`src/rtl/riscv_pkg.sv`:
```
`default_nettype none
// riscv_pkg: shared datapath width, fetch defaults and fetch state encoding.
// Rev 1.0
package riscv_pkg;

  localparam int XLEN = 32;
  localparam logic [XLEN-1:0] RESET_PC_DEFAULT = 32'h0000_0000;
  localparam int BUF_DEPTH_DEFAULT = 2;

  typedef enum logic [0:0] {
    RUN   = 1'b0,
    DRAIN = 1'b1
  } fetch_state_e;

  function automatic logic [XLEN-1:0] align_word(input logic [XLEN-1:0] addr);
    return {addr[XLEN-1:2], 2'b00};
  endfunction

endpackage
`default_nettype wire

```
`src/rtl/fetch_fifo.sv`:
```
`default_nettype none
// fetch_fifo: in-order buffer with synchronous flush; head reads as zero when empty.
// Rev 1.0
module fetch_fifo #(
  parameter int DEPTH = 2,
  parameter int WIDTH = 64
) (
  input  logic                         clk,
  input  logic                         rst,
  input  logic                         flush,
  input  logic                         push,
  input  logic [WIDTH-1:0]             push_data,
  input  logic                         pop,
  output logic [WIDTH-1:0]             head_data,
  output logic                         empty,
  output logic [$clog2(DEPTH+1)-1:0]   count
);

  localparam int CW = $clog2(DEPTH + 1);
  localparam int PW = (DEPTH > 1) ? $clog2(DEPTH) : 1;

  logic [WIDTH-1:0] mem [DEPTH];
  logic [PW-1:0]    rd_ptr;
  logic [PW-1:0]    wr_ptr;
  logic             full;
  logic             do_push;
  logic             do_pop;

  function automatic logic [PW-1:0] bump(input logic [PW-1:0] p);
    return (p == PW'(DEPTH - 1)) ? '0 : p + PW'(1);
  endfunction

  assign empty     = (count == '0);
  assign full      = (count == CW'(DEPTH));
  assign do_pop    = pop && !empty;
  // A full buffer still accepts a push when its head leaves in the same cycle.
  assign do_push   = push && (!full || do_pop);
  assign head_data = empty ? '0 : mem[rd_ptr];

  always_ff @(posedge clk or posedge rst) begin
    if (rst) begin
      rd_ptr <= '0;
      wr_ptr <= '0;
      count  <= '0;
    end else if (flush) begin
      rd_ptr <= '0;
      wr_ptr <= '0;
      count  <= '0;
    end else begin
      if (do_push) wr_ptr <= bump(wr_ptr);
      if (do_pop)  rd_ptr <= bump(rd_ptr);
      case ({do_push, do_pop})
        2'b10:   count <= count + CW'(1);
        2'b01:   count <= count - CW'(1);
        default: count <= count;
      endcase
    end
  end

  always_ff @(posedge clk) begin
    if (do_push && !flush) mem[wr_ptr] <= push_data;
  end

endmodule
`default_nettype wire

```
`src/rtl/fetch_unit.sv`:
```
`default_nettype none
// fetch_unit: credit-limited instruction fetch with in-order buffering and redirect drain.
// Rev 1.0
module fetch_unit
  import riscv_pkg::*;
#(
  parameter logic [XLEN-1:0] RESET_PC  = RESET_PC_DEFAULT,
  parameter int              BUF_DEPTH = BUF_DEPTH_DEFAULT
) (
  input  logic            clk,
  input  logic            rst,
  input  logic            redirect,
  input  logic [XLEN-1:0] redirect_target,
  output logic            imem_req_valid,
  input  logic            imem_req_ready,
  output logic [XLEN-1:0] imem_req_addr,
  input  logic            imem_rsp_valid,
  input  logic [XLEN-1:0] imem_rsp_data,
  output logic            instr_valid,
  input  logic            instr_ready,
  output logic [XLEN-1:0] instr,
  output logic [XLEN-1:0] instr_pc
);

  localparam int CW = $clog2(BUF_DEPTH + 1);
  localparam logic [CW:0] CREDIT_MAX = (CW + 1)'(BUF_DEPTH);

  fetch_state_e      state;
  fetch_state_e      state_next;
  logic [XLEN-1:0]   fetch_pc;
  logic [XLEN-1:0]   rsp_pc;
  logic [XLEN-1:0]   target_aligned;
  logic [CW-1:0]     outstanding;
  logic [CW-1:0]     discard_cnt;
  logic [CW-1:0]     buf_count;
  logic [CW-1:0]     pending_after_rsp;
  logic [CW:0]       credit_used;
  logic              req_fire;
  logic              rsp_fire;
  logic              push;
  logic              pop;
  logic              buf_empty;
  logic [2*XLEN-1:0] head;

  assign target_aligned    = align_word(redirect_target);
  assign credit_used       = {1'b0, outstanding} + {1'b0, buf_count};
  // Requests are withheld in the redirect cycle so no wrong-path fetch is issued.
  assign imem_req_valid    = !rst && (state == RUN) && !redirect && (credit_used < CREDIT_MAX);
  assign imem_req_addr     = fetch_pc;
  assign req_fire          = imem_req_valid && imem_req_ready;
  // Responses with nothing in flight belong to requests abandoned by reset.
  assign rsp_fire          = imem_rsp_valid && (outstanding != '0);
  assign pending_after_rsp = outstanding - CW'(rsp_fire);
  assign push              = rsp_fire && (state == RUN) && !redirect;
  assign pop               = instr_valid && instr_ready;

  fetch_fifo #(
    .DEPTH (BUF_DEPTH),
    .WIDTH (2 * XLEN)
  ) u_buf (
    .clk       (clk),
    .rst       (rst),
    .flush     (redirect),
    .push      (push),
    .push_data ({rsp_pc, imem_rsp_data}),
    .pop       (pop),
    .head_data (head),
    .empty     (buf_empty),
    .count     (buf_count)
  );

  assign instr_valid = !buf_empty;
  assign instr_pc    = head[2*XLEN-1:XLEN];
  assign instr       = head[XLEN-1:0];

  always_ff @(posedge clk or posedge rst) begin
    if (rst) state <= RUN;
    else     state <= state_next;
  end

  always_comb begin
    state_next = state;
    case (state)
      RUN:     if (redirect && (pending_after_rsp != '0)) state_next = DRAIN;
      DRAIN:   if ((discard_cnt == '0) || (rsp_fire && (discard_cnt == CW'(1)))) state_next = RUN;
      default: state_next = RUN;
    endcase
  end

  // rsp_pc tracks the address of the oldest live request, valid because responses return in order.
  always_ff @(posedge clk or posedge rst) begin
    if (rst) begin
      fetch_pc    <= RESET_PC;
      rsp_pc      <= RESET_PC;
      outstanding <= '0;
      discard_cnt <= '0;
    end else begin
      outstanding <= outstanding + CW'(req_fire) - CW'(rsp_fire);
      if (redirect) begin
        fetch_pc <= target_aligned;
        rsp_pc   <= target_aligned;
      end else begin
        if (req_fire) fetch_pc <= fetch_pc + XLEN'(4);
        if (push)     rsp_pc   <= rsp_pc + XLEN'(4);
      end
      if (state == RUN) begin
        if (redirect) discard_cnt <= pending_after_rsp;
      end else if (rsp_fire && (discard_cnt != '0)) begin
        discard_cnt <= discard_cnt - CW'(1);
      end
    end
  end

endmodule
`default_nettype wire

```
`config.mk`:
```
export PLATFORM = sky130hd
export DESIGN_NAME = fetch_unit
export DESIGN_NICKNAME = d
export VERILOG_FILES = /design/src/rtl/riscv_pkg.sv /design/src/rtl/fetch_fifo.sv /design/src/rtl/fetch_unit.sv
export SDC_FILE = /design/constraint.sdc
export NUM_CORES = 1
export LEC_CHECK = 0
export CORE_MARGIN = 4
export CORE_UTILIZATION = 35
export CTS_BUF_LIST = sky130_fd_sc_hd__clkbuf_8
export DETAILED_ROUTE_END_ITERATION = 12
export GPL_TIMING_DRIVEN = 1
export SLEW_MARGIN = 40
export SYNTH_ARGS = -nofsm -noshare
export SYNTH_HDL_FRONTEND = slang
export SYNTH_SLANG_ARGS = --single-unit
export TNS_END_PERCENT = 5
```
`constraint.sdc`:
```
create_clock -name clk -period 7.58 [get_ports clk]
set_input_delay 1.137 -clock clk [delete_from_list [all_inputs] [get_ports clk]]
set_output_delay 1.137 -clock clk [all_outputs]
set_load 0.02 [all_outputs]
```
==> flow_metrics.tcl <==
set metrics [dict create \
    grt_pass1_wl_mm 30.9 \
    clk_latency_ps 460 \
    leakage_uw 0.00373 \
    synthFlopType "edfxtp_1" \
    antenna_found_initial 0 \
    cts_setup_buffers 0 \
    finalSetupViolations 0 \
    cts_tree "built" \
    cellPowerDensity_mw_per_mm2 255 \
    path_clk_slew_ps 90 \
    area_growth_syn_to_layout_pct 27.4 \
    viasPerCell 4.94 \
    setup_slack_ps 3580 \
    synth_cell_types 56 \
    n_antenna_cell 0 \
    portBuffers 161 \
    cts_root_buf "clkbuf_8" \
    async_flop_share_pct 35.8 \
    placed_area_sq_mm 0.0106 \
    fin_crit_sh_pct 52.7 \
    grt_pass1_vias 5647 \
    cp.arrival_ps 2860 \
    routed_wl_mm 19.7 \
    start_kind "input port" \
    tightest_slew_ps 770 \
    final_nets 934 \
    slowest_stage "clkdlybuf4s50_1" \
    vdd_drop_max_v 0.0000880 \
    chipWidth_um 165 \
    place_congestion 0.851 \
    crit_required_ps 6440 \
    rsz0062_at_grt "no" \
    grt_overflow 0 \
    met2_length_mm 8.85 \
    cts_resized 0 \
    vias 5895 \
    most-common-layout-cells "clkdlybuf4s50_1, edfxtp_1, nor2_1" \
    drv_slew 0 \
    cpPeakStageDelay_ps 650 \
    max_cap_violations 0 \
    cts.sinks 193 \
    std_cell_rows 57 \
    seq_area_frac_synth_pct 63.3 \
    top_layer_used "met4" \
    met3_wirelength_mm 1.35 \
    synth-edff-count 124 \
    layout_commonest_cell "clkdlybuf4s50_1" \
    grt_util_all_layers_pct 14.6 \
    cts_buffers 17 \
    hp-class "flip-flop to flip-flop" \
    synth_area_sq_mm 0.00861 \
    drt_iter0_markers 368 \
    crit_path_cell_trace "buf_2, buf_4, or2_2, nor4_1, clkdlybuf4s50_1" \
    dp_slack_ps 3590 \
    slew_headroom_pct 48.7 \
    synth_cells 702 \
    hold_buffers 0 \
    finalInstanceArea_sq_mm 0.0110 \
    fmax_mhz 250 \
    synth_warnings 0 \
    start_util_pct 35.5 \
    cts_max_path_buffers 2 \
    synth_seq_cells 193 \
    core_sq_mm 0.0242 \
    io_pins 168 \
    drt-met1-wl_mm 9.35 \
    grt_start_max_net_pins 70 \
    hold_viol 0 \
    drive_gt1_share_pct 6.67 \
    antenna_left 0 \
    worst-setup-path-type "input port to output port" \
    die_y_um 165 \
    outcome "finished, final reports clean" \
    dp_hpwl_mm 13.1 \
    finalCriticalPeriod_ps 4000 \
    crit_fanout 64 \
    die_area_sq_mm 0.0272 \
    skew_ps 18.1 \
    wl_per_cell_um 16.5 \
    crit_path_end_kind "output port" \
    htree_levels 4 \
    avgSynthCellArea_sq_um 12.3 \
    fin_setup_tns_ps 0 \
    firstDrtPassIters 5 \
    route.detailed.drc 0 \
]
synth_stat cells, types with 3 or more instances:
| master | instances | area share, % |
|---|---|---|
| nor3_1 | 8 | 0.47 |
| a31oi_1 | 5 | 0.36 |
| and2_1 | 3 | 0.22 |
| buf_4 | 7 | 0.61 |
| nand4_1 | 23 | 1.7 |
| o311ai_0 | 8 | 0.81 |
| o21ai_1 | 11 | 0.64 |
| xor2_1 | 20 | 2.0 |
| xnor2_1 | 14 | 1.4 |
| nand2_1 | 63 | 2.7 |
| or4_1 | 7 | 0.61 |
| nor2_1 | 85 | 3.7 |
| buf_1 | 3 | 0.13 |
| buf_2 | 5 | 0.29 |
| dfrtp_1 | 69 | 20 |
| nor4_1 | 6 | 0.44 |
| nand3_1 | 26 | 1.5 |
| or3_1 | 6 | 0.44 |
| o311ai_1 | 4 | 0.41 |
| inv_1 | 16 | 0.70 |
| and3_1 | 3 | 0.22 |
| edfxtp_1 | 124 | 43 |
| o21ai_0 | 33 | 1.9 |
| mux2i_1 | 66 | 7.7 |
| clkbuf_1 | 21 | 0.92 |
| a21oi_1 | 9 | 0.52 |
| and4_1 | 4 | 0.41 |
| o211ai_1 | 15 | 1.3 |
| ha_1 | 7 | 1.0 |
worst max-delay path, delay by kind of cell:
| family | cells | cell delay, ps |
|---|---|---|
| buf+inv | 3 | 1050 |
| simple gates | 2 | 650 |
metrics by stage:
stage,instances,util [%],hold slack [ps],power [uW]
floorplan,705,-,451,1830
global placement,1161,43.4,472,2150
detailed placement,1161,43.5,484,2150
CTS,1193,45.2,505,2840
global route,1193,45.2,510,2960
finish,1193,45.2,511,2790
kinds of logic after synthesis:
family,share of synthesized area [%]
buf+inv,2.83
fa+ha+maj,1.25
flops,63.3
mux,7.81
compound gates,7.28
other cells,0.0436
xor+xnor,3.46
simple gates,14.0
metal layers:
layer,vias to the layer above,track usage (%)
met5,-,0
met4,0,3.59
met3,14,3.77
met2,170,21.8
met1,2832,21.4
li1,2879,-
power breakdown:
group          switching (uW)  leakage [uW]  internal, uW
combinational             426       0.00157           333
clock                     367      0.000199           308
sequential                106       0.00196          1250
total                     899       0.00373          1890
layout make-up:
class                           count  area [sq um]
Sequential cell                   193          5450
Tap cell                          324           405
Multi-Input combinational cell    458          2960
Fill cell                        2244         13300
Clock buffer                       18           248
Timing Repair Buffer              169          1680
Inverter                           17          63.8
Clock inverter                     14           154
state kept, by name, indices dropped and copies added (netlist names):
name,flops
discard_cnt,2
imem_req_addr,30
outstanding,2
rsp_pc,30
state,1
u_buf.count,2
u_buf.mem,124
u_buf.rd_ptr,1
u_buf.wr_ptr,1
worst paths after layout:
kind,startpoint,to,slack (ps),cells past startpoint
hold reg to reg,rsp_pc[31],u_buf.mem[1][63],510,0
min in group asynchronous,rst,u_buf.count[1],1200,3
max in group asynchronous,rst,u_buf.rd_ptr,5890,3
hold / removal,rsp_pc[31],u_buf.mem[1][63],510,0
setup reg to reg,u_buf.count[0],outstanding[1],4290,9
setup / recovery,redirect,imem_req_valid,3580,5
(Power assumes the default switching activity.)
